### src/rtl/grover_pkg.sv
`default_nettype none
// ============================================================================
// Module      : grover_pkg
// Description : Shared constants and types for the Grover search datapath.
//               The oracle, diffusion and measurement blocks all use these.
// Contents    : NUM_BIT    - basis-state index width
//               NUM_SAMPLE - amplitudes per frame (2**NUM_BIT)
//               AMP_W      - signed amplitude width
//               meas_state_t - measurement FSM state encoding
// Revision    : 1.0 - initial release
// ============================================================================
package grover_pkg;

    localparam int NUM_BIT    = 3;
    localparam int NUM_SAMPLE = 2 ** NUM_BIT;
    localparam int AMP_W      = 8;

    typedef enum logic [1:0] {
        IDLE    = 2'd0,
        COLLECT = 2'd1,
        DONE    = 2'd2
    } meas_state_t;

endpackage : grover_pkg
`default_nettype wire

### src/rtl/amp_mag_cmp.sv
`default_nettype none
// ============================================================================
// Module      : amp_mag_cmp
// Description : Combinational magnitude comparator for two signed amplitudes.
//               Flags when |cand| is strictly greater than |best|.
// Ports       : cand  (in)  AMP_W  signed candidate amplitude
//               best  (in)  AMP_W  signed stored best amplitude
//               gt    (out) 1      |cand| > |best|
// Revision    : 1.0 - initial release
// ============================================================================
module amp_mag_cmp #(
    parameter int AMP_W = 8
) (
    input  logic [AMP_W-1:0] cand,
    input  logic [AMP_W-1:0] best,
    output logic             gt
);

    logic [AMP_W-1:0] w_cand_mag;
    logic [AMP_W-1:0] w_best_mag;

    // Two's-complement negate kept at AMP_W bits and read as unsigned:
    // the most negative value maps to 2**(AMP_W-1) with no saturation.
    always_comb begin
        w_cand_mag = cand[AMP_W-1] ? (~cand + 1'b1) : cand;
        w_best_mag = best[AMP_W-1] ? (~best + 1'b1) : best;
        gt         = (w_cand_mag > w_best_mag);
    end

endmodule : amp_mag_cmp
`default_nettype wire

### src/rtl/grover_measure.sv
`default_nettype none
// ============================================================================
// Module      : grover_measure
// Description : Measurement/decode stage. Collects one frame of NUM_SAMPLE
//               signed amplitudes over valid/ready, tracks the sample with
//               the largest magnitude (ties keep the lowest index) and
//               reports its index, amplitude, squared magnitude and sign.
// Ports       : clk       (in)  clock, rising edge
//               rst_n     (in)  asynchronous active-low reset
//               start     (in)  begin a new frame
//               in_valid  (in)  in_amp carries a sample
//               in_ready  (out) sample accepted this cycle
//               in_amp    (in)  AMP_W signed amplitude, index order
//               busy      (out) COLLECT or DONE
//               out_valid (out) result valid and held
//               out_ready (in)  consumer takes the result
//               out_index (out) NUM_BIT index of max-magnitude sample
//               out_amp   (out) AMP_W signed amplitude at out_index
//               out_prob  (out) 2*AMP_W unsigned out_amp squared
//               out_neg   (out) out_amp is negative (marked phase)
// Revision    : 1.0 - initial release
// ============================================================================
module grover_measure #(
    parameter int NUM_BIT    = 3,
    parameter int NUM_SAMPLE = 2 ** NUM_BIT,
    parameter int AMP_W      = 8
) (
    input  logic                 clk,
    input  logic                 rst_n,
    input  logic                 start,
    input  logic                 in_valid,
    output logic                 in_ready,
    input  logic [AMP_W-1:0]     in_amp,
    output logic                 busy,
    output logic                 out_valid,
    input  logic                 out_ready,
    output logic [NUM_BIT-1:0]   out_index,
    output logic [AMP_W-1:0]     out_amp,
    output logic [2*AMP_W-1:0]   out_prob,
    output logic                 out_neg
);

    import grover_pkg::*;

    localparam logic [NUM_BIT-1:0] LAST_CNT = NUM_BIT'(NUM_SAMPLE - 1);
    localparam logic [NUM_BIT-1:0] CNT_ONE  = NUM_BIT'(1);

    meas_state_t r_state;
    meas_state_t w_state_nxt;

    logic [NUM_BIT-1:0]   r_cnt;
    logic [NUM_BIT-1:0]   r_best_idx;
    logic [AMP_W-1:0]     r_best_amp;

    logic                 w_accept;
    logic                 w_last;
    logic                 w_clear;
    logic                 w_gt;
    logic                 w_take;
    logic [NUM_BIT-1:0]   w_new_idx;
    logic [AMP_W-1:0]     w_new_amp;
    logic [2*AMP_W-1:0]   w_amp_ext;
    logic [2*AMP_W-1:0]   w_prod;

    amp_mag_cmp #(
        .AMP_W (AMP_W)
    ) u_amp_mag_cmp (
        .cand (in_amp),
        .best (r_best_amp),
        .gt   (w_gt)
    );

    // ------------------------------------------------------------------
    // Datapath decode
    // ------------------------------------------------------------------
    always_comb begin
        w_accept  = (r_state == COLLECT) && in_valid;
        w_last    = (r_cnt == LAST_CNT);
        // A new frame starts from IDLE, or straight out of DONE when the
        // consumer takes the result in the same cycle start is raised.
        w_clear   = start && ((r_state == IDLE) ||
                              ((r_state == DONE) && out_ready));
        // Sample 0 seeds the search regardless of the stale best register.
        w_take    = (r_cnt == '0) || w_gt;
        w_new_idx = w_take ? r_cnt  : r_best_idx;
        w_new_amp = w_take ? in_amp : r_best_amp;
        // Sign-extend then square; the low 2*AMP_W bits of the product are
        // the exact square, including (-2**(AMP_W-1))**2.
        w_amp_ext = {{AMP_W{w_new_amp[AMP_W-1]}}, w_new_amp};
        w_prod    = w_amp_ext * w_amp_ext;
    end

    // ------------------------------------------------------------------
    // FSM: state register
    // ------------------------------------------------------------------
    always_ff @(posedge clk or negedge rst_n) begin
        if (!rst_n) begin
            r_state <= IDLE;
        end else begin
            r_state <= w_state_nxt;
        end
    end

    // ------------------------------------------------------------------
    // FSM: next-state logic
    // ------------------------------------------------------------------
    always_comb begin
        w_state_nxt = r_state;
        case (r_state)
            IDLE: begin
                if (start) begin
                    w_state_nxt = COLLECT;
                end
            end
            COLLECT: begin
                if (w_accept && w_last) begin
                    w_state_nxt = DONE;
                end
            end
            DONE: begin
                if (out_ready) begin
                    w_state_nxt = start ? COLLECT : IDLE;
                end
            end
            default: begin
                w_state_nxt = IDLE;
            end
        endcase
    end

    // ------------------------------------------------------------------
    // FSM: outputs (decoded from the state register only)
    // ------------------------------------------------------------------
    always_comb begin
        in_ready  = 1'b0;
        busy      = 1'b0;
        out_valid = 1'b0;
        case (r_state)
            COLLECT: begin
                in_ready = 1'b1;
                busy     = 1'b1;
            end
            DONE: begin
                busy      = 1'b1;
                out_valid = 1'b1;
            end
            default: begin
                in_ready  = 1'b0;
            end
        endcase
    end

    // ------------------------------------------------------------------
    // Counter and running best
    // ------------------------------------------------------------------
    always_ff @(posedge clk or negedge rst_n) begin
        if (!rst_n) begin
            r_cnt      <= '0;
            r_best_idx <= '0;
            r_best_amp <= '0;
        end else if (w_clear) begin
            r_cnt      <= '0;
            r_best_idx <= '0;
            r_best_amp <= '0;
        end else if (w_accept) begin
            r_cnt      <= w_last ? '0 : (r_cnt + CNT_ONE);
            r_best_idx <= w_new_idx;
            r_best_amp <= w_new_amp;
        end
    end

    // ------------------------------------------------------------------
    // Result registers: loaded only on the COLLECT->DONE transition so
    // the previous frame's result stays visible until the next one.
    // ------------------------------------------------------------------
    always_ff @(posedge clk or negedge rst_n) begin
        if (!rst_n) begin
            out_index <= '0;
            out_amp   <= '0;
            out_prob  <= '0;
            out_neg   <= 1'b0;
        end else if (w_accept && w_last) begin
            out_index <= w_new_idx;
            out_amp   <= w_new_amp;
            out_prob  <= w_prod;
            out_neg   <= w_new_amp[AMP_W-1];
        end
    end

endmodule : grover_measure
`default_nettype wire

### config.mk
export PLATFORM = sky130hd
export DESIGN_NAME = grover_measure
export DESIGN_NICKNAME = d
export VERILOG_FILES = /design/src/rtl/grover_pkg.sv /design/src/rtl/amp_mag_cmp.sv /design/src/rtl/grover_measure.sv
export SDC_FILE = /design/constraint.sdc
export NUM_CORES = 1
export LEC_CHECK = 0
export CAP_MARGIN = 20
export CORE_ASPECT_RATIO = 1.1
export CORE_UTILIZATION = 55
export DETAILED_ROUTE_END_ITERATION = 8
export GPL_ROUTABILITY_DRIVEN = 0
export PLACE_DENSITY = 0.77
export SYNTH_ARGS = -nofsm -noshare
export SYNTH_HDL_FRONTEND = slang
export SYNTH_SLANG_ARGS = --single-unit
### constraint.sdc
create_clock -name clk -period 7.4 [get_ports clk]
set_clock_uncertainty 0.05 [all_clocks]
set_input_delay 0.74 -clock clk [delete_from_list [all_inputs] [get_ports clk]]
set_output_delay 0.74 -clock clk [all_outputs]
set_load 0.005 [all_outputs]
==> flow_summary.toml, run 1 <==
[route]
vias_per_cell = 5.674
dr_total_vias = 3870
dr.pass1.iters = 5
drc = 0
dr.first_iter.drc_count = 349
ant_nets = 0
totalWireLength_microns = 10810
wire_per_inst_microns = 15.85

[critical_path]
cp.arrival_ns = 7.17
cp_common_cell = "fa_1"
cp-end-kind = "flip-flop"
slowest_delay_ns = 0.56
crit_type = "in2reg"
critPathMaxFanout = 58
critPathLaunchType = "input pin"
critical_path.slowest_cell = "fa_1"
worst-endpoint-required_ns = 7.51
reg2reg_depth = 26

[timing]
hold_viol_final = 0
maxSlewViolCount = 0
fin_tns_setup_ns = 0
slew-limit-headroom_pct = 37.80
fmax_mhz = 141.6
min_period_over_period_pct = 95.42
hold_slack_ns = 0.4339
setup_ws_ns = 0.3387
rsz0062_at_grt = "no"
setup_violations = 0
worstMarginPinSlew_ns = 0.9329
finalCriticalPeriod_ns = 7.061

[logic_synthesis]
yosysTopAreaCell = "dfrtp_1"
synthArstFlopShare_pct = 100.0
syn-num-nets = 641
synth_area_sq_um = 4810
syn_avg_cell_area_sq_um = 8.890
synth_edf_count = 0
synth_commonest_cells = "76 x inv_1, 63 x nand2_1, 44 x ha_1, 44 x o21ai_0, 43 x fa_1"
yosysSeqAreaShare_pct = 21.33
synthCells = 541
synth_most_common_cell = "inv_1"
synthDominantCellAreaShare_pct = 21.33
yosysWarnings = 0
ys.flop_type = "dfrtp_1"
postSynthRegisterBits = 41
yosysUniqueCellTypes = 51
synth_area_leaders = "dfrtp_1 21%, fa_1 18%, ha_1 11%, inv_1 5.9%, nand2_1 4.9%"

[cells_and_area]
diodes = 0
fin_area_sq_um = 5413
area_delta_synth_final_pct = 12.54
drive_gt1_share_pct = 7.180
seq_area_sq_um = 1026
fillerInstances = 717
multi_input_area_sq_um = 3302
final_net_count = 670

[global_route]
overflow = 0
grt.total_usage_pct = 25.19
grt_pass1_vias = 3936
grt_pass1_wl_microns = 18400
grt_max_degree = 59
antenna_found_initial = 0

[floorplan]
dieArea_sq_um = 9123
rows = 35
start_util_pct = 56.91
die_x_microns = 91.16
core_sq_um = 8452
dieHeight_microns = 100.1
io_pins = 44

[placement]
dpl_cell_area_sq_um = 5293
dpl.hpwl_microns = 8367
dp_slack_ns = 0.04094
port_buffers = 42

[clock_network]
cts.sinks = 41
worst_skew_pair.late_latency_ns = 0.30
ctsResizeCount = 0
htree_levels = 2
cts_buffer_depth = 2
clk_pin_slew_ns = 0.09
post-cts-setup-buffers = 0
cts_made_buffers = 5
ctsHoldBuffers = 0
cts_tree = "built"
ctsRootBufferMaster = "clkbuf_8"

[run_status]
outcome = "finished, final reports clean"

[worst_hold_path]
whs_path_depth = 2
hold_path_class = "reg2reg"

[flow_run]
maxCapViolations = 0
[cell families after synthesis]
kind of cell	after synthesis	synth area share (%)
flip-flops	41	21.33
buffers and inverters	111	10.15
multiplexers	23	5.203
adder cells (fa/ha/maj)	87	29.34
XOR/XNOR	31	5.645
AO/OA/AOI/OAI	117	15.79
other	1	0.07797
AND/OR/NAND/NOR	130	12.46
[cell type report]
class,instances,share of cell area [%]
timing repair buffer,57,9.986
sequential,41,18.96
tap,111,2.566
clock buffer,6,1.526
inverter,76,5.270
multi-input combinational,389,61.00
clock inverter,2,0.6935
[metrics by stage]
stage	instances	util [%]
detailed placement	674	62.62
global placement	674	62.62
CTS	682	64.04
finish	682	64.04
floorplan	541	-
global route	682	64.04
[metal layers]
layer  track usage (%)  wire length (microns)  vias up
met4             7.692                    171        0
met3             2.879                    477       18
met5                 0                      0        -
li1                  -                      -     1842
met2             44.99                   5562      135
met1             32.24                   4598     1875
[state kept, by name, indices dropped and copies added, names as in the netlist]
name and cells:
out_prob 14, out_amp 8, r_best_idx 3, r_cnt 3, r_best_amp 8, r_state 2, out_index 3
[cell usage in the layout, fill, tap and decap left out, types with 15 or more instances in the layout]
| cell | instances |
|---|---|
| inv_1 | 76 |
| nand2_1 | 63 |
| o21ai_0 | 44 |
| ha_1 | 44 |
| fa_1 | 43 |
| clkdlybuf4s50_1 | 41 |
| dfrtp_1 | 41 |
| nand3_1 | 25 |
| xnor2_1 | 21 |
| nor2_1 | 15 |
[worst max-delay path, delay by kind of cell]
family / cells / cell delay [ns]
adder cells (fa/ha/maj): 7 / 3.04
AO/OA/AOI/OAI: 8 / 1.47
buffers and inverters: 5 / 0.96
AND/OR/NAND/NOR: 4 / 0.70
XOR/XNOR: 2 / 0.25
[path summary, 6_finish.rpt]
path / startpoint / end / slack [ns]
min: out_index[2]$_DFFE_PN0P_ / out_index[2]$_DFFE_PN0P_ / 0.43
min in group asynchronous: rst_n / r_cnt[0]$_DFFE_PN0P_ / 0.52
min reg2reg: out_index[2]$_DFFE_PN0P_ / out_index[2]$_DFFE_PN0P_ / 0.43
max: in_amp[0] / out_prob[15]$_DFFE_PN0P_ / 0.34
max reg2reg: r_best_amp[1]$_DFFE_PN0P_ / out_prob[15]$_DFFE_PN0P_ / 0.44
max in group asynchronous: rst_n / out_prob[11]$_DFFE_PN0P_ / 6.19
Power of run 1 is left out: the tool's default activity adds up to more than one toggle a clock period on the data nets, which glitch-free logic cannot reach.
==> inputs of run 2 (changes only) <==
Settings changed: CORE_UTILIZATION 55 to 58, PLACE_DENSITY 0.77 to default, PLACE_DENSITY_LB_ADDON from default to 0.15.
==> run 2 against run 1 <==
Maximum frequency grew 1.7%. Final area is essentially flat. Hold slack gained 0.0025 ns. Wire length shrank 3.3%. Sequential share of layout area is essentially flat.
==> flow_summary.toml, run 2 (synthesis results as in run 1) <==
[floorplan]
start_util_pct = 60.46
io_pins = 44
rows = 34
dieHeight_microns = 97.51
dieArea_sq_um = 8661
core_sq_um = 7955
die_x_microns = 88.83

[cells_and_area]
diodes = 0
fillerInstances = 643
final_cell_mix = "76 x inv_1, 63 x nand2_1, 44 x o21ai_0, 44 x ha_1, 43 x fa_1"
final_net_count = 671
top_register = "out_prob"
utilization_pct = 68.09
drive_gt1_share_pct = 7.867
final_common_cell = "inv_1"
fin_cells = 680
largest_reg_flops = 14
top_regs = "out_prob: 14 flops, out_amp: 8 flops, r_best_amp: 8 flops"
area_delta_synth_final_pct = 12.62

[clock_network]
cts.sinks = 41
clk_pin_slew_ns = 0.08
cts_buffer_depth = 2
worst_skew_pair.late_latency_ns = 0.29
post-cts-setup-buffers = 0
htree_levels = 2
cts_tree = "built"
ctsRootBufferMaster = "clkbuf_8"
cts_made_buffers = 5

[critical_path]
cp.arrival_ns = 7.05
critPathMaxFanout = 46
worst-endpoint-required_ns = 7.51
crit_start = "in_amp[0]"
reg2reg_depth = 26
cp-end-kind = "flip-flop"
crit_type = "in2reg"
reg2reg_from = "r_best_amp[1]$_DFFE_PN0P_"
reg2reg_setup_slack_ns = 0.60
r2r_end = "out_prob[15]$_DFFE_PN0P_"
critPathLaunchType = "input pin"
setup.worst_path.end = "out_prob[15]$_DFFE_PN0P_"

[placement]
dp_cells = 672
port_buffers = 42
dpl.hpwl_microns = 8133

[global_route]
antenna_found_initial = 0
grt_max_degree = 47
grt.total_usage_pct = 26.54
grt_pass1_wl_microns = 18150
grt_pass1_vias = 3876
overflow = 0

[timing]
min_period_over_period_pct = 93.79
maxSlewViolCount = 0
hold_viol_final = 0
worstMarginPinSlew_ns = 0.9243
hold_slack_ns = 0.4364
setup_violations = 0
rsz0062_at_grt = "no"
fin_tns_setup_ns = 0
fmax_mhz = 144.1
finalCriticalPeriod_ns = 6.940
slew-limit-headroom_pct = 38.38

[route]
dr.first_iter.drc_count = 242
dr.pass1.iters = 5
drc = 0
dr_total_vias = 3823
vias_per_cell = 5.622
totalWireLength_microns = 10460
wire_per_inst_microns = 15.38
ant_nets = 0

[worst_hold_path]
hold_path_class = "reg2reg"

[run_status]
outcome = "finished, final reports clean"

[flow_run]
maxCapViolations = 0
run 2: layout make-up:
cell class                 count  area [sq um]  share of cell area (%)
tap                          108         135.1                   2.495
clock inverter                 1         8.758                  0.1617
multi-input combinational    389          3312                   61.15
sequential                    41          1027                   18.97
timing repair buffer          58         551.8                   10.19
inverter                      76         285.3                   5.267
clock buffer                   7         96.34                   1.779
run 2: timing repair:
action / CTS / global route
endpoints found under the setup margin: 0 / 2
resized for setup: 0 / 4
endpoints found under the hold margin: 0 / 0
hold buffers: 0 / 0
run 2: worst min path at each step:
stage          slack [ns]  cells after the start                       to                    start
6_report             0.44                      1  out_prob[8]$_DFFE_PN0P_  out_prob[8]$_DFFE_PN0P_
2_1_floorplan        0.39                      0   out_amp[0]$_DFFE_PN0P_                    rst_n
5_1_grt              0.45                      1  out_prob[8]$_DFFE_PN0P_  out_prob[8]$_DFFE_PN0P_
3_5_place_dp         0.42                      1  out_prob[8]$_DFFE_PN0P_  out_prob[8]$_DFFE_PN0P_
3_3_place_gp         0.41                      1  out_prob[8]$_DFFE_PN0P_  out_prob[8]$_DFFE_PN0P_
4_1_cts              0.44                      1  out_prob[8]$_DFFE_PN0P_  out_prob[8]$_DFFE_PN0P_
run 2: critical path, cell delays in order:
cell and delay [ns]:
clkdlybuf4s50_1 0.49, inv_1 0.07, ha_1 0.23, a31oi_1 0.22
xor2_1 0.19, ha_1 0.27, nand4_2 0.13, nor2_2 0.06
a211oi_2 0.29, nor3_4 0.10, buf_12 0.19, o21ai_0 0.42
fa_1 0.54, fa_1 0.54, fa_1 0.56, inv_1 0.06
fa_1 0.53, inv_1 0.04, ha_1 0.32, o211ai_1 0.12
o211ai_1 0.28, a211oi_2 0.13, o31ai_1 0.28, xnor2_1 0.15
o21ai_0 0.09
run 2: stage by stage:
stage | worst slack [ns] | cell area, sq um
after floorplan | 0.5810 | 4810
final | 0.4599 | 5416
after CTS | 0.3379 | 5401
after global routing | 0.004850 | 5416
after global placement | 0.1704 | 5296
after detailed placement | 0.07337 | 5296
run 2: metal layers:
metal  track usage (%)  part of all wire (%)
met5                 0                     0
met4             9.057                   2.8
met3             4.333                   4.4
met2             44.62                    51
met1             34.18                    42
Power of run 2 is left out for the same reason.
==> inputs of run 3 (changes only) <==
Settings changed: CORE_ASPECT_RATIO 1.1 to 0.75.
==> run 3 against run 2 <==
Final area fell by 0.21%. Wire length rose by 6.6%. Sequential cell count did not move. Critical path type unchanged. Largest cell class unchanged.
==> flow_summary.toml, run 3 (synthesis results as in run 1) <==
[floorplan]
dieHeight_microns = 80.87
rows = 28
dieArea_sq_um = 8665
core_sq_um = 7953
start_util_pct = 60.48
io_pins = 44
die_x_microns = 107.2

[timing]
setup_violations = 0
fmax_mhz = 142.0
slew-limit-headroom_pct = 37.82
hold_viol_final = 0
fin_tns_setup_ns = 0
rsz0062_at_grt = "no"
worstMarginPinSlew_ns = 0.9327
min_period_over_period_pct = 95.17
finalCriticalPeriod_ns = 7.043
maxSlewViolCount = 0
setup_ws_ns = 0.3571

[cells_and_area]
fin_area_sq_um = 5405
final_net_count = 674
area_delta_synth_final_pct = 12.38
top_register = "out_prob"
diodes = 0
drive_gt1_share_pct = 7.826
final_cell_mix = "76 x inv_1, 63 x nand2_1, 44 x o21ai_0, 44 x ha_1, 43 x fa_1"
top_regs = "out_prob: 14 flops, out_amp: 8 flops, r_best_amp: 8 flops"
largest_reg_flops = 14
final_common_cell = "inv_1"

[critical_path]
critPathLaunchType = "input pin"
setup.worst_path.end = "out_prob[15]$_DFFE_PN0P_"
reg2reg_setup_slack_ns = 0.43
critPathMaxFanout = 52
crit_start = "in_amp[3]"
crit_type = "in2reg"
reg2reg_from = "r_best_amp[1]$_DFFE_PN0P_"
reg2reg_depth = 27
cp.arrival_ns = 7.17
worst-endpoint-required_ns = 7.53
r2r_end = "out_prob[15]$_DFFE_PN0P_"
cp-end-kind = "flip-flop"

[route]
vias_per_cell = 5.697
ant_nets = 0
wire_per_inst_microns = 16.39
dr.pass1.iters = 5
drc = 0
dr_total_vias = 3874
totalWireLength_microns = 11140
dr.first_iter.drc_count = 199

[global_route]
antenna_found_initial = 0
grt_pass1_wl_microns = 18980
grt.total_usage_pct = 28.53
grt_max_degree = 53
grt_pass1_vias = 3847
overflow = 0

[clock_network]
worst_skew_pair.late_latency_ns = 0.31
ctsResizeCount = 0
ctsHoldBuffers = 0
cts_tree = "built"
cts_made_buffers = 5
htree_levels = 2
cts.sinks = 41
clk_pin_slew_ns = 0.08
post-cts-setup-buffers = 0
cts_buffer_depth = 2
ctsRootBufferMaster = "clkbuf_8"

[flow_run]
maxCapViolations = 0

[placement]
port_buffers = 42
dp_slack_ns = 0.09376
dpl_cell_area_sq_um = 5315
dpl.hpwl_microns = 8686

[worst_hold_path]
hold_path_class = "reg2reg"

[run_status]
outcome = "finished, final reports clean"
## run 3: worst max-delay path, cell delays in order
cell and delay [ns]:
clkdlybuf4s50_1 0.55, nor3_1 0.29, nand3_1 0.14, nor4_1 0.26
ha_1 0.33, a21oi_1 0.19, a21oi_2 0.12, nor3_4 0.23
buf_12 0.25, nand3b_1 0.12, o31a_1 0.16, fa_1 0.56
inv_1 0.07, fa_1 0.51, fa_1 0.55, inv_1 0.06
fa_1 0.53, inv_1 0.04, ha_1 0.33, o21a_1 0.22
o21a_1 0.21, a211oi_1 0.31, o31ai_1 0.14, xnor2_1 0.17
o21ai_0 0.09
## run 3: layout make-up
| cell class | count | area [sq um] |
|---|---|---|
| timing repair buffer | 61 | 570.5 |
| inverter | 76 | 285.3 |
| clock inverter | 2 | 10.01 |
| clock buffer | 6 | 72.57 |
| fill | 632 | 2547 |
| tap | 105 | 131.4 |
| multi-input combinational | 389 | 3309 |
| sequential | 41 | 1026 |
## run 3: per-layer routing
layer  track usage (%)  up-vias  routed length [microns]
li1                  -     1851                        -
met1             38.82     1895                     5102
met2             47.23      109                     5251
met3             5.377       19                      616
met4             7.534        0                      171
met5                 0        -                        0
## run 3: per-stage QoR
| step | util [%] | cells | hold slack, ns |
|---|---|---|---|
| 2_1_floorplan | - | 541 | 0.3944 |
| 5_1_grt | 67.97 | 680 | 0.4495 |
| 3_5_place_dp | 66.83 | 672 | 0.4195 |
| 4_1_cts | 67.87 | 680 | 0.4401 |
| 3_3_place_gp | 66.83 | 672 | 0.4143 |
| 6_report | 67.97 | 680 | 0.4358 |
## run 3: worst min path at each step
stage                            start                       to  slack, ns  depth (start not counted)
5_1_grt        out_prob[8]$_DFFE_PN0P_  out_prob[8]$_DFFE_PN0P_       0.45                          1
3_5_place_dp   out_prob[8]$_DFFE_PN0P_  out_prob[8]$_DFFE_PN0P_       0.42                          1
2_1_floorplan                    rst_n   out_amp[0]$_DFFE_PN0P_       0.39                          0
3_3_place_gp   out_prob[8]$_DFFE_PN0P_  out_prob[8]$_DFFE_PN0P_       0.41                          1
6_report       out_prob[8]$_DFFE_PN0P_  out_prob[8]$_DFFE_PN0P_       0.44                          1
4_1_cts        out_prob[8]$_DFFE_PN0P_  out_prob[8]$_DFFE_PN0P_       0.44                          1
Power of run 3 is left out for the same reason.
